==> src/rtl/sound_arbiter_pkg.sv <==
// -----------------------------------------------------------------------------
// sound_pkg
// Shared types and constants for the sound arbiter slice.
//   sound_state_e : arbiter FSM states (IDLE, START, PLAYING, ABORT)
//   SOUND_WORD_W  : width of the duration / half-period words
// No ports (package).
// -----------------------------------------------------------------------------
package sound_pkg;

  localparam int SOUND_WORD_W = 16;

  typedef enum logic [1:0] {
    IDLE    = 2'd0,
    START   = 2'd1,
    PLAYING = 2'd2,
    ABORT   = 2'd3
  } sound_state_e;

endpackage : sound_pkg

==> src/rtl/sound_arbiter_if.sv <==
// -----------------------------------------------------------------------------
// sound_arbiter_if
// Bundles the requester-side and generator-side signals of the sound arbiter.
// Parameter:
//   REQUESTERS : number of requester channels (index 0 = highest priority)
// Signals:
//   Request_i          : level request per channel
//   Duration_ms_i      : packed per-channel durations, channel k at [16k+15:16k]
//   HalfPeriod_us_i    : packed per-channel half periods, same packing
//   Grant_o            : one-hot owner of the generator
//   Done_o             : one-cycle completion/abort pulse per channel
//   GenStart_o         : start pulse to the generator
//   GenFinish_o        : abort pulse to the generator
//   GenDuration_ms_o   : latched duration
//   GenHalfPeriod_us_o : latched half period
//   GenBusy_i          : generator busy
//   GenDone_i          : generator one-cycle done pulse
// Modports:
//   slave  : the arbiter itself
//   master : the environment (requesters + generator)
// -----------------------------------------------------------------------------
interface sound_arbiter_if
  import sound_pkg::*;
#(
  parameter int REQUESTERS = 4
) ();

  logic [REQUESTERS-1:0]              Request_i;
  logic [SOUND_WORD_W*REQUESTERS-1:0] Duration_ms_i;
  logic [SOUND_WORD_W*REQUESTERS-1:0] HalfPeriod_us_i;
  logic [REQUESTERS-1:0]              Grant_o;
  logic [REQUESTERS-1:0]              Done_o;
  logic                               GenStart_o;
  logic                               GenFinish_o;
  logic [SOUND_WORD_W-1:0]            GenDuration_ms_o;
  logic [SOUND_WORD_W-1:0]            GenHalfPeriod_us_o;
  logic                               GenBusy_i;
  logic                               GenDone_i;

  modport slave (
    input  Request_i, Duration_ms_i, HalfPeriod_us_i, GenBusy_i, GenDone_i,
    output Grant_o, Done_o, GenStart_o, GenFinish_o,
           GenDuration_ms_o, GenHalfPeriod_us_o
  );

  modport master (
    output Request_i, Duration_ms_i, HalfPeriod_us_i, GenBusy_i, GenDone_i,
    input  Grant_o, Done_o, GenStart_o, GenFinish_o,
           GenDuration_ms_o, GenHalfPeriod_us_o
  );

endinterface : sound_arbiter_if

==> src/rtl/sound_arbiter_priority_encoder.sv <==
// -----------------------------------------------------------------------------
// priority_encoder
// Lowest-index-wins one-hot priority encoder (purely combinational).
// Parameter:
//   WIDTH : number of request bits
// Ports:
//   req    in  WIDTH : request vector
//   onehot out WIDTH : one-hot of the lowest set bit of req (0 if none)
//   valid  out 1     : any bit of req set
// -----------------------------------------------------------------------------
module priority_encoder #(
  parameter int WIDTH = 4
) (
  input  logic [WIDTH-1:0] req,
  output logic [WIDTH-1:0] onehot,
  output logic             valid
);

  // lower_any[i] is set when any request below bit i is active.
  logic [WIDTH:0] lower_any;

  assign lower_any[0] = 1'b0;

  for (genvar gi = 0; gi < WIDTH; gi++) begin : g_bit
    assign onehot[gi]      = req[gi] & ~lower_any[gi];
    assign lower_any[gi+1] = lower_any[gi] | req[gi];
  end

  assign valid = lower_any[WIDTH];

endmodule : priority_encoder

==> src/rtl/sound_arbiter.sv <==
// -----------------------------------------------------------------------------
// sound_arbiter
// Fixed-priority arbiter sharing one SoundGenerator among REQUESTERS tone
// requesters. Grants the lowest requesting index, latches its duration and
// half period, pulses the generator start and returns a per-channel done
// pulse when the tone ends.
// Parameter:
//   REQUESTERS : number of channels (index 0 = highest priority)
// Ports:
//   Clock : system clock, rising edge
//   Reset : synchronous, active-high reset
//   bus   : sound_arbiter_if.slave (requester + generator signals)
// Optional feature:
//   SOUND_ARBITER_PREEMPT_EN : when defined, a request from a higher-priority
//   channel aborts the playing tone; the preempted channel gets Done_o when
//   the abort completes so it can retry.
// -----------------------------------------------------------------------------
module sound_arbiter
  import sound_pkg::*;
#(
  parameter int REQUESTERS = 4
) (
  input  logic            Clock,
  input  logic            Reset,
  sound_arbiter_if.slave  bus
);

  typedef logic [REQUESTERS-1:0] req_vec_t;
  typedef logic [SOUND_WORD_W-1:0] word_t;

  sound_state_e state_reg, state_next;
  req_vec_t     grant_reg, grant_next;
  req_vec_t     done_reg, done_next;
  logic         gen_start_reg, gen_start_next;
  logic         gen_finish_reg, gen_finish_next;
  word_t        dur_reg, dur_next;
  word_t        hp_reg, hp_next;
  // Remembers that the current abort came from a preemption, which is the
  // only abort that reports Done_o on exit.
  logic         preempted_reg, preempted_next;

  req_vec_t sel_onehot;
  logic     sel_valid;
  word_t    sel_dur, sel_hp;
  logic     own_req;
  logic     preempt_hit;

  // ---------------------------------------------------------------------------
  // Arbitration: lowest requesting index
  // ---------------------------------------------------------------------------
  priority_encoder #(
    .WIDTH (REQUESTERS)
  ) u_arb_enc (
    .req    (bus.Request_i),
    .onehot (sel_onehot),
    .valid  (sel_valid)
  );

  // One-hot mux of the winning channel's parameters.
  word_t dur_masked [REQUESTERS];
  word_t hp_masked  [REQUESTERS];

  for (genvar gi = 0; gi < REQUESTERS; gi++) begin : g_mask
    assign dur_masked[gi] = sel_onehot[gi] ?
                            bus.Duration_ms_i[SOUND_WORD_W*gi +: SOUND_WORD_W] : '0;
    assign hp_masked[gi]  = sel_onehot[gi] ?
                            bus.HalfPeriod_us_i[SOUND_WORD_W*gi +: SOUND_WORD_W] : '0;
  end

  always_comb begin
    sel_dur = '0;
    sel_hp  = '0;
    for (int i = 0; i < REQUESTERS; i++) begin
      sel_dur = sel_dur | dur_masked[i];
      sel_hp  = sel_hp  | hp_masked[i];
    end
  end

  // The granted channel is still asking for its tone.
  assign own_req = |(bus.Request_i & grant_reg);

  // ---------------------------------------------------------------------------
  // Preemption check: any request strictly below the granted index
  // ---------------------------------------------------------------------------
`ifdef SOUND_ARBITER_PREEMPT_EN
  req_vec_t higher_req, higher_onehot;
  logic     higher_valid;

  // grant_reg is one-hot while PLAYING, so grant-1 masks all lower indices.
  assign higher_req = bus.Request_i & (grant_reg - req_vec_t'(1));

  priority_encoder #(
    .WIDTH (REQUESTERS)
  ) u_preempt_enc (
    .req    (higher_req),
    .onehot (higher_onehot),
    .valid  (higher_valid)
  );

  assign preempt_hit = higher_valid && (higher_onehot != '0);
`else
  assign preempt_hit = 1'b0;
`endif

  // ---------------------------------------------------------------------------
  // State register
  // ---------------------------------------------------------------------------
  always_ff @(posedge Clock) begin
    if (Reset) begin
      state_reg      <= IDLE;
      grant_reg      <= '0;
      done_reg       <= '0;
      gen_start_reg  <= 1'b0;
      gen_finish_reg <= 1'b0;
      dur_reg        <= '0;
      hp_reg         <= '0;
      preempted_reg  <= 1'b0;
    end else begin
      state_reg      <= state_next;
      grant_reg      <= grant_next;
      done_reg       <= done_next;
      gen_start_reg  <= gen_start_next;
      gen_finish_reg <= gen_finish_next;
      dur_reg        <= dur_next;
      hp_reg         <= hp_next;
      preempted_reg  <= preempted_next;
    end
  end

  // ---------------------------------------------------------------------------
  // Next state / outputs. Pulses (done, start, finish) default to 0 so each
  // is high for exactly the one cycle after the edge that requested it.
  // ---------------------------------------------------------------------------
  always_comb begin
    state_next      = state_reg;
    grant_next      = grant_reg;
    done_next       = '0;
    gen_start_next  = 1'b0;
    gen_finish_next = 1'b0;
    dur_next        = dur_reg;
    hp_next         = hp_reg;
    preempted_next  = preempted_reg;

    case (state_reg)
      IDLE: begin
        if (sel_valid) begin
          if (sel_dur == '0) begin
            // Nothing to play: acknowledge immediately, generator untouched.
            done_next = sel_onehot;
          end else begin
            dur_next       = sel_dur;
            hp_next        = sel_hp;
            grant_next     = sel_onehot;
            gen_start_next = 1'b1;
            preempted_next = 1'b0;
            state_next     = START;
          end
        end
      end

      START: begin
        state_next = PLAYING;
      end

      PLAYING: begin
        // Done has precedence over a drop; a drop has precedence over
        // preemption (a dropped requester expects no Done_o).
        if (bus.GenDone_i) begin
          done_next  = grant_reg;
          grant_next = '0;
          state_next = IDLE;
        end else if (!own_req) begin
          gen_finish_next = 1'b1;
          preempted_next  = 1'b0;
          state_next      = ABORT;
        end else if (preempt_hit) begin
          gen_finish_next = 1'b1;
          preempted_next  = 1'b1;
          state_next      = ABORT;
        end
      end

      ABORT: begin
        if (!bus.GenBusy_i) begin
          if (preempted_reg) begin
            done_next = grant_reg;
          end
          grant_next     = '0;
          preempted_next = 1'b0;
          state_next     = IDLE;
        end
      end

      default: begin
        state_next = IDLE;
      end
    endcase
  end

  assign bus.Grant_o            = grant_reg;
  assign bus.Done_o             = done_reg;
  assign bus.GenStart_o         = gen_start_reg;
  assign bus.GenFinish_o        = gen_finish_reg;
  assign bus.GenDuration_ms_o   = dur_reg;
  assign bus.GenHalfPeriod_us_o = hp_reg;

endmodule : sound_arbiter

==> src/flat_wrapper.sv <==
// flat-port wrapper written by rule: the top's interface ports become plain ports
module sound_arbiter_flat import sound_pkg::*;
#(
  parameter int REQUESTERS = 4
)
  (Clock, Reset, bus_Request_i, bus_Duration_ms_i, bus_HalfPeriod_us_i, bus_GenBusy_i, bus_GenDone_i, bus_Grant_o, bus_Done_o, bus_GenStart_o, bus_GenFinish_o, bus_GenDuration_ms_o, bus_GenHalfPeriod_us_o);
  sound_arbiter_if #(.REQUESTERS(REQUESTERS)) bus_i ();
  input  logic Clock;
  input  logic Reset;
  input wire logic [$bits(bus_i.Request_i)-1:0] bus_Request_i;
  input wire logic [$bits(bus_i.Duration_ms_i)-1:0] bus_Duration_ms_i;
  input wire logic [$bits(bus_i.HalfPeriod_us_i)-1:0] bus_HalfPeriod_us_i;
  input wire logic [$bits(bus_i.GenBusy_i)-1:0] bus_GenBusy_i;
  input wire logic [$bits(bus_i.GenDone_i)-1:0] bus_GenDone_i;
  output wire logic [$bits(bus_i.Grant_o)-1:0] bus_Grant_o;
  output wire logic [$bits(bus_i.Done_o)-1:0] bus_Done_o;
  output wire logic [$bits(bus_i.GenStart_o)-1:0] bus_GenStart_o;
  output wire logic [$bits(bus_i.GenFinish_o)-1:0] bus_GenFinish_o;
  output wire logic [$bits(bus_i.GenDuration_ms_o)-1:0] bus_GenDuration_ms_o;
  output wire logic [$bits(bus_i.GenHalfPeriod_us_o)-1:0] bus_GenHalfPeriod_us_o;
  assign bus_i.Request_i = bus_Request_i;
  assign bus_i.Duration_ms_i = bus_Duration_ms_i;
  assign bus_i.HalfPeriod_us_i = bus_HalfPeriod_us_i;
  assign bus_i.GenBusy_i = bus_GenBusy_i;
  assign bus_i.GenDone_i = bus_GenDone_i;
  assign bus_Grant_o = bus_i.Grant_o;
  assign bus_Done_o = bus_i.Done_o;
  assign bus_GenStart_o = bus_i.GenStart_o;
  assign bus_GenFinish_o = bus_i.GenFinish_o;
  assign bus_GenDuration_ms_o = bus_i.GenDuration_ms_o;
  assign bus_GenHalfPeriod_us_o = bus_i.GenHalfPeriod_us_o;
  sound_arbiter #(.REQUESTERS(REQUESTERS)) u_core (.Clock(Clock), .Reset(Reset), .bus(bus_i));
endmodule
==> config.mk <==
export PLATFORM = sky130hd
export DESIGN_NAME = sound_arbiter_flat
export DESIGN_NICKNAME = d
export VERILOG_FILES = /design/src/rtl/sound_arbiter_pkg.sv /design/src/rtl/sound_arbiter_if.sv /design/src/rtl/sound_arbiter_priority_encoder.sv /design/src/rtl/sound_arbiter.sv /design/src/flat_wrapper.sv
export SDC_FILE = /design/constraint.sdc
export NUM_CORES = 1
export LEC_CHECK = 0
export BUFFER_PORTS_ARGS = -buffer_cell sky130_fd_sc_hd__buf_2
export CAP_MARGIN = 30
export CORE_ASPECT_RATIO = 2
export CORE_MARGIN = 2
export CORE_UTILIZATION = 46
export CTS_CLUSTER_SIZE = 12
export DETAILED_ROUTE_END_ITERATION = 16
export MAX_ROUTING_LAYER = met4
export PLACE_DENSITY_LB_ADDON = 0.25
export SETUP_SLACK_MARGIN = 0.5
export SYNTH_ARGS = -nofsm -noshare
export SYNTH_HDL_FRONTEND = slang
export SYNTH_SLANG_ARGS = --single-unit
==> constraint.sdc <==
create_clock -name Clock -period 4.4 [get_ports Clock]
set_input_delay 0.22 -clock Clock [delete_from_list [all_inputs] [get_ports Clock]]
set_output_delay 0.22 -clock Clock [all_outputs]
set_load 0.03 [all_outputs]
==> flow_summary.json <==
{
  "antennaDiodeCount": 0,
  "ys_seq_area_frac": 0.3232,
  "cpLargestDelayFamily": "simple AND/OR/NAND/NOR gates",
  "dpl_cell_area_um2": 3580,
  "p_per_area_nw_per_um2": 354.9,
  "ys_seq_elements": 44,
  "period_share": 0.6876,
  "hold_buffers": 0,
  "drc": 0,
  "routedWlPerCell_um": 17.93,
  "ios": 178,
  "drt-initial-drc-count": 192,
  "cts_htree_levels": 2,
  "synth_compound_area_frac": 0.3370,
  "die_area_um2": 6593,
  "post-place-cells": 539,
  "grtUsageTotal": 0.3069,
  "critPathMaxStageDelay_ns": 0.81,
  "worstSkewPairLatency_ns": 0.28,
  "clock_path_buffers": 2,
  "status": "finished clean",
  "cts.repair.resized": 0,
  "synth_warnings": 0,
  "cp.arrival_ns": 3.26,
  "cp_max_fo": 54,
  "wl_um": 9805,
  "reg2reg_from": "u_core.state_reg[1]",
  "num_vias": 3271,
  "ys_top_cells_by_count": "dfxtp_1, nand2_1, nor2_1",
  "drv_cap": 0,
  "cts_buffers": 5,
  "rows": 39,
  "grt_pass1_vias": 3325,
  "numPortBuffers": 177,
  "synth_top_family_by_area": "compound AO/OA/AOI/OAI gates",
  "fin_area_um2": 3730,
  "hold_viol": 0,
  "synth-edff-count": 0,
  "reg2reg_slack_ns": 2.57,
  "async_flop_share": 0,
  "ys.flop_type": "dfxtp_1",
  "synthCells": 330,
  "fin_skew_ns": 0.003702,
  "final_antenna_net_count": 0,
  "synthXorXnorAreaFrac": 0,
  "first_pass_iters": 4,
  "layout-drive-gt1-share": 0.4095,
  "place_hpwl_um": 7723,
  "synth.largest_area_cell": "dfxtp_1",
  "clkTransAtPathRegs_ns": 0.06,
  "antenna_found_initial": 0,
  "grt_pass1_wl_um": 15160,
  "cts_setup_buffers": 0,
  "holdPathEnd": "u_core.state_reg[0]",
  "start_util": 0.4773,
  "synth.area.top_cells": "dfxtp_1, o221a_1, nand2_1, a221oi_1, mux2i_1",
  "fin_util": 0.6533,
  "layout_min_cycle_time_ns": 3.025,
  "muxShareOfSynthArea": 0.04408,
  "slew_headroom": 0.3782,
  "min_from": "Reset",
  "irDropWorstVdd_mv": 0.3521,
  "path_class": "input pin to flip-flop",
  "ys_types": 41,
  "power_mw": 1.324,
  "hold_class": "input pin to flip-flop",
  "cts_tree": "yes",
  "worstPathCellList": "buf_2, inv_2, a2bb2oi_1, nor4_1, nand3_1, nor2_2, o221a_2",
  "worst_slew_pin_slew_ns": 0.9326,
  "synth_top_cell_area_share": 0.3232,
  "synth.cell_area_um2": 2725,
  "crit_buf_inv": 2,
  "synth_fa_ha_area_frac": 0,
  "rsz0062_at_grt": "false",
  "r2r_end": "u_core.bus.GenHalfPeriod_us_o[11]",
  "finalSetupViolations": 0,
  "final_nets": 621,
  "critPathCaptureType": "flip-flop",
  "power_leakage_nw": 1.751,
  "core_um2": 5709,
  "die_y_um": 112.9,
  "cp-start-kind": "input pin",
  "syn_area_per_cell_um2": 8.258,
  "slowest_stage": "nor2_2",
  "fin_cells": 547,
  "area_delta_synth_final_pct": 36.87,
  "cts_sinks": 44,
  "overflow": 0,
  "die_w_um": 58.43,
  "root_buffer": "clkbuf_16",
  "place.gp.congestion": 0.9859,
  "grt_max_degree": 55,
  "holdPathStages": 2,
  "synth_fp_nets": 466,
  "drv_slew": 0,
  "ff2ff_path_depth": 3,
  "max_freq_mhz": 330.5,
  "synthSimpleGateAreaFrac": 0.2323,
  "setup_tns_ns": 0,
  "viasPerCell": 5.980,
  "cp.required_ns": 4.63
}
## worst max path at each step
stage | slack (ns) | cells after the start | end | start
floorplan | 2.43 | 9 | u_core.bus.GenDuration_ms_o[4] | bus_Request_i[0]
global placement | 1.25 | 7 | u_core.bus.GenDuration_ms_o[1] | bus_Request_i[0]
detailed placement | 1.12 | 7 | u_core.bus.GenDuration_ms_o[3] | bus_Request_i[0]
CTS | 1.41 | 7 | u_core.bus.GenDuration_ms_o[3] | bus_Request_i[0]
global route | 1.04 | 7 | u_core.bus.GenDuration_ms_o[1] | bus_Request_i[0]
finish | 1.37 | 7 | u_core.bus.GenDuration_ms_o[3] | bus_Request_i[0]
## metal layers
metal	vias to the layer above	global-route usage	part of all wire
met4	0	0.1891	0.054
met3	30	0.04000	0.075
met5	-	-	0
met1	1478	0.2742	0.33
met2	188	0.5730	0.54
li1	1575	-	-
## per-stage QoR
stage / hold slack, ns / setup WS [ns]
2_1_floorplan: 0.2921 / 2.428
3_3_place_gp: 0.4495 / 1.248
3_5_place_dp: 0.4521 / 1.117
4_1_cts: 0.1811 / 1.413
5_1_grt: 0.1934 / 1.035
6_report: 0.1924 / 1.375
## cell families after synthesis
kind of cell | Yosys count
AOI/OAI and AO/OA | 116
buffers and inverters | 37
DFF | 44
muxes | 12
and+or+nand+nor | 121
## power breakdown
group	internal [mW]	leakage, nW	switching (mW)
Clock	0.226	0.0701	0.152
Sequential	0.452	0.364	0.0433
Combinational	0.178	1.32	0.273
## cells in the final DEF (no fill, tap or decap), types with 4 or more instances in the layout
cell / n
nand2_1: 44
a21oi_1: 21
nand3_1: 8
buf_2: 177
clkbuf_16: 5
nand3b_1: 14
o21ai_0: 11
mux2i_1: 12
nor2_1: 23
nor2b_1: 4
a2bb2oi_1: 12
o221a_2: 4
o221a_1: 20
nor4_1: 8
dfxtp_1: 44
a22oi_1: 16
and2_1: 8
a221oi_1: 17
## final cells by class
class | instances | area [um2]
well taps | 61 | 76.32
inverters | 4 | 15.01
clock inverters | 1 | 7.507
repair buffers | 181 | 935.9
clock buffers | 7 | 142.6
multi-input cells | 249 | 1672
flip-flops and latches | 44 | 880.8
fillers | 502 | 1979
## worst register-to-register path, delay by kind of cell (launching register included)
kind,cells,cell delay (ns)
AOI/OAI and AO/OA,2,1.03
and+or+nand+nor,1,0.28
DFF,1,0.46
(Power assumes the default switching activity.)
